### src/rtl/instr_fetch_unit.sv
// Program counter / next-PC stage: selects the sequential, branch, jump or jump-register
// target and stops fetch on a halt request or an illegal fetch address. Optional macro IFU_PERF_CNT_EN adds the FetchCount port.
module instr_fetch_unit #(
    parameter int                       ADDRESS_WIDTH = 32,
    parameter logic [ADDRESS_WIDTH-1:0] RESET_VECTOR  = '0,
    parameter int                       MEM_DEPTH     = 100
) (
    input  logic                     CLK,
    input  logic                     RST,
    input  logic                     Stall,
    input  logic                     Branch,
    input  logic                     Jump,
    input  logic                     JumpReg,
    input  logic [ADDRESS_WIDTH-1:0] SignImm,
    input  logic [25:0]              JumpIndex,
    input  logic [ADDRESS_WIDTH-1:0] RegTarget,
    input  logic                     HaltReq,
    output logic [ADDRESS_WIDTH-1:0] InstrAddress,
`ifdef IFU_PERF_CNT_EN
    output logic [31:0]              FetchCount,
`endif
    output logic [ADDRESS_WIDTH-1:0] PCPlus4,
    output logic                     Halted,
    output logic                     FetchFault
);

    typedef enum logic {RUN, HALT} state_t;

    localparam logic [ADDRESS_WIDTH-1:0] PC_LIMIT = ADDRESS_WIDTH'(MEM_DEPTH * 4);

    state_t                   state, state_nxt;
    logic [ADDRESS_WIDTH-1:0] pc, pc_nxt, npc;
    logic                     fault, fault_nxt;
    logic                     pc_load;
    logic                     npc_legal;

    assign PCPlus4 = pc + ADDRESS_WIDTH'(4);

    // Redirect priority: JumpReg > Jump > Branch > sequential (Stall handled in the FSM).
    // The jump target layout assumes a 32-bit address: 4 region bits + 26 index + 2 zero.
    always_comb begin
        npc = PCPlus4;
        if (JumpReg)
            npc = RegTarget;
        else if (Jump)
            npc = {PCPlus4[ADDRESS_WIDTH-1 -: 4], JumpIndex, 2'b00};
        else if (Branch)
            npc = PCPlus4 + {SignImm[ADDRESS_WIDTH-3:0], 2'b00};
    end

    assign npc_legal = (npc[1:0] == 2'b00) && (npc < PC_LIMIT);

    always_comb begin
        state_nxt = state;
        pc_nxt    = pc;
        fault_nxt = fault;
        pc_load   = 1'b0;
        if (state == RUN && !Stall) begin
            if (HaltReq) begin
                state_nxt = HALT;
            end else if (!npc_legal) begin
                state_nxt = HALT;
                fault_nxt = 1'b1;
            end else begin
                pc_nxt  = npc;
                pc_load = 1'b1;
            end
        end
    end

    always_ff @(posedge CLK) begin
        if (RST) begin
            state <= RUN;
            pc    <= RESET_VECTOR;
            fault <= 1'b0;
        end else begin
            state <= state_nxt;
            pc    <= pc_nxt;
            fault <= fault_nxt;
        end
    end

`ifdef IFU_PERF_CNT_EN
    always_ff @(posedge CLK) begin
        if (RST)
            FetchCount <= '0;
        else if (pc_load)
            FetchCount <= FetchCount + 32'd1;
    end
`endif

    assign InstrAddress = pc;
    assign Halted       = (state == HALT);
    assign FetchFault   = fault;

endmodule

### config.mk
export PLATFORM = sky130hd
export DESIGN_NAME = instr_fetch_unit
export DESIGN_NICKNAME = d
export VERILOG_FILES = /design/src/rtl/instr_fetch_unit.sv
export SDC_FILE = /design/constraint.sdc
export NUM_CORES = 1
export LEC_CHECK = 0
export ABC_AREA = 1
export CORE_UTILIZATION = 45
export CTS_BUF_LIST = sky130_fd_sc_hd__clkbuf_4 sky130_fd_sc_hd__clkbuf_8 sky130_fd_sc_hd__clkbuf_16
export DETAILED_ROUTE_END_ITERATION = 8
export HOLD_SLACK_MARGIN = 0.06
export MAX_ROUTING_LAYER = met4
export PLACE_DENSITY = 0.84
export SLEW_MARGIN = 0
export SYNTH_ARGS = -nofsm -noshare
export SYNTH_HDL_FRONTEND = slang
export SYNTH_SLANG_ARGS = --single-unit
### constraint.sdc
create_clock -name CLK -period 3.4 [get_ports CLK]
set_input_delay 0.51 -clock CLK [delete_from_list [all_inputs] [get_ports CLK]]
set_output_delay 0.51 -clock CLK [all_outputs]
set_load 0.005 [all_outputs]
-- Word-level counts from Yosys, hierarchy flattened
Index checks and enable logic that the tools add are counted.
- add/subtract/negate cells: 2
- $lt $le $gt $ge: 1
- equal/unequal tests: 1
- muxes and demuxes: 5
- bitwise gates (word level): 3
- reductions and logical operators: 7
- operator list (operator ; number):
    $mux 32 ; 3
    $add 32x3->32 const B ; 1
    $add 32x32->32 ; 1
    $lt 32x9->1 const B ; 1
    $reduce_and 3->1 ; 2
    $not 1->1 ; 3
    $logic_and 1x1->1 ; 2
    $logic_not 2->1 ; 1
    $mux 1 ; 2
    $ne 2x2->1 const B ; 1
    $reduce_and 2->1 ; 1
    $logic_not 1->1 ; 1
- register bits: 34
- bits of input ports: 97
- output and inout port bits: 66
- logic and storage cells: 22

-- Logic depth before layout (Yosys ltp)
- depth in word-level cells: 9
- depth in mapped cells: 29

-- Worst setup path after synthesis
No wires, ideal clock.
- path type: reg-to-reg
- start point: register pc[2], in the netlist InstrAddress[2]
- end point: register pc[10], in the netlist InstrAddress[10]
- arrival time: 3.193 ns
- required time: 3.262 ns
- path slack: 0.068 ns
- stages on the path, launching flop included: 28
- path buffers: 1
- period minus slack after synthesis: 3.332 ns
- cells stage by stage: dfxtp_1 ha_1 nand2_1 nand3b_1 inv_1 nand4_1 nand2_1 inv_1 ha_1 nand2_1 inv_1 nand2_1 nand2_1 a21oi_1 nor2_1 nor2_1 nand2_1 nand2_1 nand3_1 nand2_1 nand2_1 nor2_1 nand2_1 nor2_2 nand3_2 nor2_8 buf_8 nor3_2
- cells in the longest elaborated chain, start to end: 8
- ends and longest elaborated chain (what ; RTL line ; source):
    from (decl) ; 32 ; logic [ADDRESS_WIDTH-1:0] pc, pc_nxt, npc;
    from (signal assigned) ; 78 ; pc <= pc_nxt;
    $add 32x3->32 (*) ; 37 ; assign PCPlus4 = pc + ADDRESS_WIDTH'(4);
    named net PCPlus4[16] ; 22 ; output logic [ADDRESS_WIDTH-1:0] PCPlus4,
    $add 32x32->32 ; 48 ; npc = PCPlus4 + {SignImm[ADDRESS_WIDTH-3:0], 2'b00};
    $mux 32 (*) ; 47 ; else if (Branch)
    $mux 32 (*) ; 45 ; else if (Jump)
    $mux 32 (*) ; 43 ; if (JumpReg)
    $lt 32x9->1 (*) ; 51 ; assign npc_legal = (npc[1:0] == 2'b00) && (npc < PC_LIMIT);
    $logic_and 1x1->1 (*) ; 51 ;
    $reduce_and 3->1 (no line) (*) ; -- ;
The timed path passes the listed nets; every way through them passes the cells marked *.
A chain may end at the register's enable or synchronous reset.

-- Final worst setup path
- start point: register pc[18], in the netlist InstrAddress[18]
- end point: register pc[6], in the netlist InstrAddress[6]
- cells in the longest elaborated chain, start to end: 8
- ends and longest elaborated chain (what ; RTL line):
    $add 32x3->32 (*) ; 37
    $add 32x32->32 ; 48
    $mux 32 ; 47
    $mux 32 (*) ; 45
    $mux 32 (*) ; 43
    $lt 32x9->1 (*) ; 51
    $logic_and 1x1->1 (*) ; 51
    $reduce_and 3->1 (no line) (*) ; --
Every way passes the cells marked *; elsewhere a longest branch is shown, timed or not.

==> flow_summary.json <==
{
  "status": "finished with violations",
  "violations": "setup timing",
  "dpl_cell_area_um2": 8680,
  "die_x_um": 113,
  "worst_pin_slew_ns": 0.417,
  "viasPerCell": 5.59,
  "p_comb_share_pct": 37.2,
  "post-dp-hpwl_mm": 19.3,
  "antenna_found_initial": 0,
  "synthTopCellsByArea": "nand2_1, inv_1, dfxtp_1",
  "p_seq_share_pct": 28.8,
  "cp_slowest_cell": "dfxtp_2",
  "num_io_pins": 163,
  "drtPass1Iterations": 7,
  "place.gp.congestion": 0.987,
  "max_clock_freq_mhz": 252,
  "startpoint": "InstrAddress[18]$_SDFFE_PP0P_",
  "worst_slack_ns": -0.562,
  "switching_power_uw": 436,
  "vdd_drop_max_uv": 345,
  "p_sw_share_pct": 31.4,
  "multi_input_area_um2": 4970,
  "critPathMaxStageDelay_ns": 0.38,
  "grt_overflow_total": 0,
  "synth_cell_type_count": 37,
  "synth_top_area_share_pct": 26.4,
  "post-route-min-period_ns": 3.96,
  "nNetsFinal": 1569,
  "hold_viol_final": 0,
  "fp.dieH_um": 113,
  "ys_seq_elements": 34,
  "cts_made_buffers": 5,
  "routed_wl_mm": 28.5,
  "portBuffers": 160,
  "min_path_cells": 2,
  "power.leakage_uw": 0.00499,
  "cp.arrival_ns": 4.16,
  "clock-sinks": 34,
  "syn_inst": 1074,
  "synth_area_leader_cell": "nand2_1",
  "crit_path_max_fanout": 5,
  "ys_warn_count": 0,
  "grt_setup_unrepaired": "true",
  "cp-end-kind": "register",
  "synth-edff-count": 0,
  "r2r_slack_ns": -0.56,
  "grt_max_degree": 26,
  "cts_hold_buffers": 0,
  "synthArstFlopShare_pct": 0,
  "cts_max_level": 2,
  "stdcell_area_um2": 10100,
  "worst-r2r-cell-count": 25,
  "root_buffer": "clkbuf_16",
  "core_area_um2": 12000,
  "max_cap_viol_count": 0,
  "drt_iter0_markers": 1148,
  "syn_nets": 1204,
  "r2r_end": "InstrAddress[6]$_SDFFE_PP0P_",
  "critical_path_class": "reg2reg",
  "ff_latch_area_um2": 704,
  "fin_setup_tns_ns": -17.13,
  "grt_pass1_wl_mm": 39.4,
  "cts.path.max_buffers": 2,
  "n_fill_cell": 743,
  "routedWlPerCell_um": 18.0,
  "grt_util_all_layers_pct": 40.4,
  "startpoint_type": "register",
  "seq_area_frac_synth_pct": 12.2,
  "power_per_cell_area_nw_per_um2": 138,
  "pwr-share-clk_pct": 34.0,
  "first_global_vias": 8086,
  "drc": 0,
  "die_area_um2": 12800,
  "holdPathEnd": "InstrAddress[31]$_SDFFE_PP0P_",
  "slew_headroom_pct": 72.2,
  "layout-drive-gt1-share_pct": 32.6,
  "avgSynthCellArea_um2": 5.18,
  "r2r_start": "InstrAddress[18]$_SDFFE_PP0P_",
  "clk_pin_slew_worst_paths_ns": 0.06,
  "ys.flop_type": "dfxtp_1",
  "synthToLayoutAreaGrowth_pct": 81.3,
  "tritoncts": "built",
  "slew_violations": 0,
  "antenna_cells": 0,
  "synth_area_um2": 5560,
  "vias": 8871,
  "setup_viol": 34,
  "intPower_uw": 952,
  "clk_latency_ns": 0.29,
  "placementRows": 40,
  "hp-start": "InstrAddress[31]$_SDFFE_PP0P_",
  "cpMostUsedCell": "nand2_1",
  "hp-class": "reg2reg",
  "ant_nets": 0,
  "crit_required_ns": 3.60,
  "start_util_pct": 46.3,
  "skew_ns": 0.00430,
  "finalCritPeriodShare_pct": 117
}
## flip-flops by register name, indices dropped and copies added, names as in the netlist
register,cells
Halted,1
FetchFault,1
InstrAddress,32
## power by group through the flow
stage / clock network, µW / logic (µW) / registers, µW
floorplan: 0 / 194 / 410
global route: 493 / 546 / 400
global placement: 0 / 417 / 410
finish: 472 / 516 / 400
detailed placement: 0 / 421 / 410
CTS: 470 / 468 / 401
## cell usage in the layout, fill, tap and decap left out, types with 9 or more instances in the layout
master / n
nand2_1: 340
buf_4: 207
inv_1: 170
clkdlybuf4s50_1: 160
nand3_1: 101
nor2_1: 89
nand2_2: 46
nor2_2: 31
ha_4: 26
a21oi_1: 24
dfxtp_1: 19
nor3_2: 19
nor2_4: 18
inv_2: 18
nand4_1: 15
dfxtp_2: 13
nand3_2: 13
a21oi_2: 12
o21ai_0: 10
nand2_4: 9
nor3_1: 9
buf_6: 9
## through the flow
step / power (µW) / hold WS (ns) / util (%) / worst slack [ns] / instances
after floorplan: 604 / 0.460 / - / 0.0685 / 1074
after CTS: 1340 / 0.495 / 80.5 / -0.194 / 1574
after detailed placement: 831 / 0.470 / 72.3 / -0.437 / 1550
after global placement: 827 / 0.473 / 72.3 / -0.309 / 1550
final: 1390 / 0.498 / 83.9 / -0.562 / 1587
after global routing: 1440 / 0.516 / 83.9 / -0.711 / 1587
## worst max-delay path by stage
stage                                          to  cells after the start
finish               InstrAddress[6]$_SDFFE_PP0P_                     25
global route         InstrAddress[6]$_SDFFE_PP0P_                     25
CTS                  InstrAddress[3]$_SDFFE_PP0P_                     27
detailed placement   InstrAddress[3]$_SDFFE_PP0P_                     26
global placement     InstrAddress[7]$_SDFFE_PP0P_                     26
floorplan           InstrAddress[10]$_SDFFE_PP0P_                     27
## metal layers
layer | global-route usage, % | wire [µm] | up-vias
met5 | - | 0 | -
met4 | 20.7 | 1970 | 0
met3 | 3.27 | 2710 | 196
met2 | 69.2 | 13400 | 646
met1 | 47.5 | 10400 | 3978
li1 | - | - | 4051
## critical path: cells and delay by family, from the launching register on
family | cells | cell delay (ns)
AO/OA/AOI/OAI | 2 | 0.32
AND/OR/NAND/NOR | 18 | 2.41
adder cells (fa/ha/maj) | 1 | 0.26
flip-flops | 1 | 0.38
buffers and inverters | 4 | 0.49
## cell families after synthesis
family / share of synthesized area, %
XOR/XNOR: 1.10
buffers and inverters: 15.1
flip-flops: 12.2
AO/OA/AOI/OAI: 6.50
AND/OR/NAND/NOR: 57.5
adder cells (fa/ha/maj): 7.56
## cell type report
cell class                      count  area share [%]
Inverter                          192            7.22
Clock buffer                        7            1.45
Clock inverter                      1          0.0496
Timing Repair Buffer              380            33.1
Sequential cell                    34            6.99
Tap cell                          147            1.82
Multi-Input combinational cell    826            49.3
## synthesized netlist by cell type (6+ instances only)
master / count
a21oi_1: 38
and2_1: 8
buf_2: 7
clkbuf_1: 10
dfxtp_1: 34
ha_1: 32
inv_1: 185
nand2_1: 391
nand3_1: 115
nand3b_1: 6
nand4_1: 15
nor2_1: 121
nor2_2: 15
nor3_1: 13
nor3_2: 21
o21ai_0: 14
xor2_1: 7
## what timing repair did
| action | in CTS | in global routing |
|---|---|---|
| setup buffers | 16 | 14 |
| gates resized for setup | 160 | 87 |
| pin swaps | 48 | 45 |
| endpoints found under the setup margin | 34 | 34 |
| cloned | 1 | 0 |
Power figures use the tool's default switching activity.
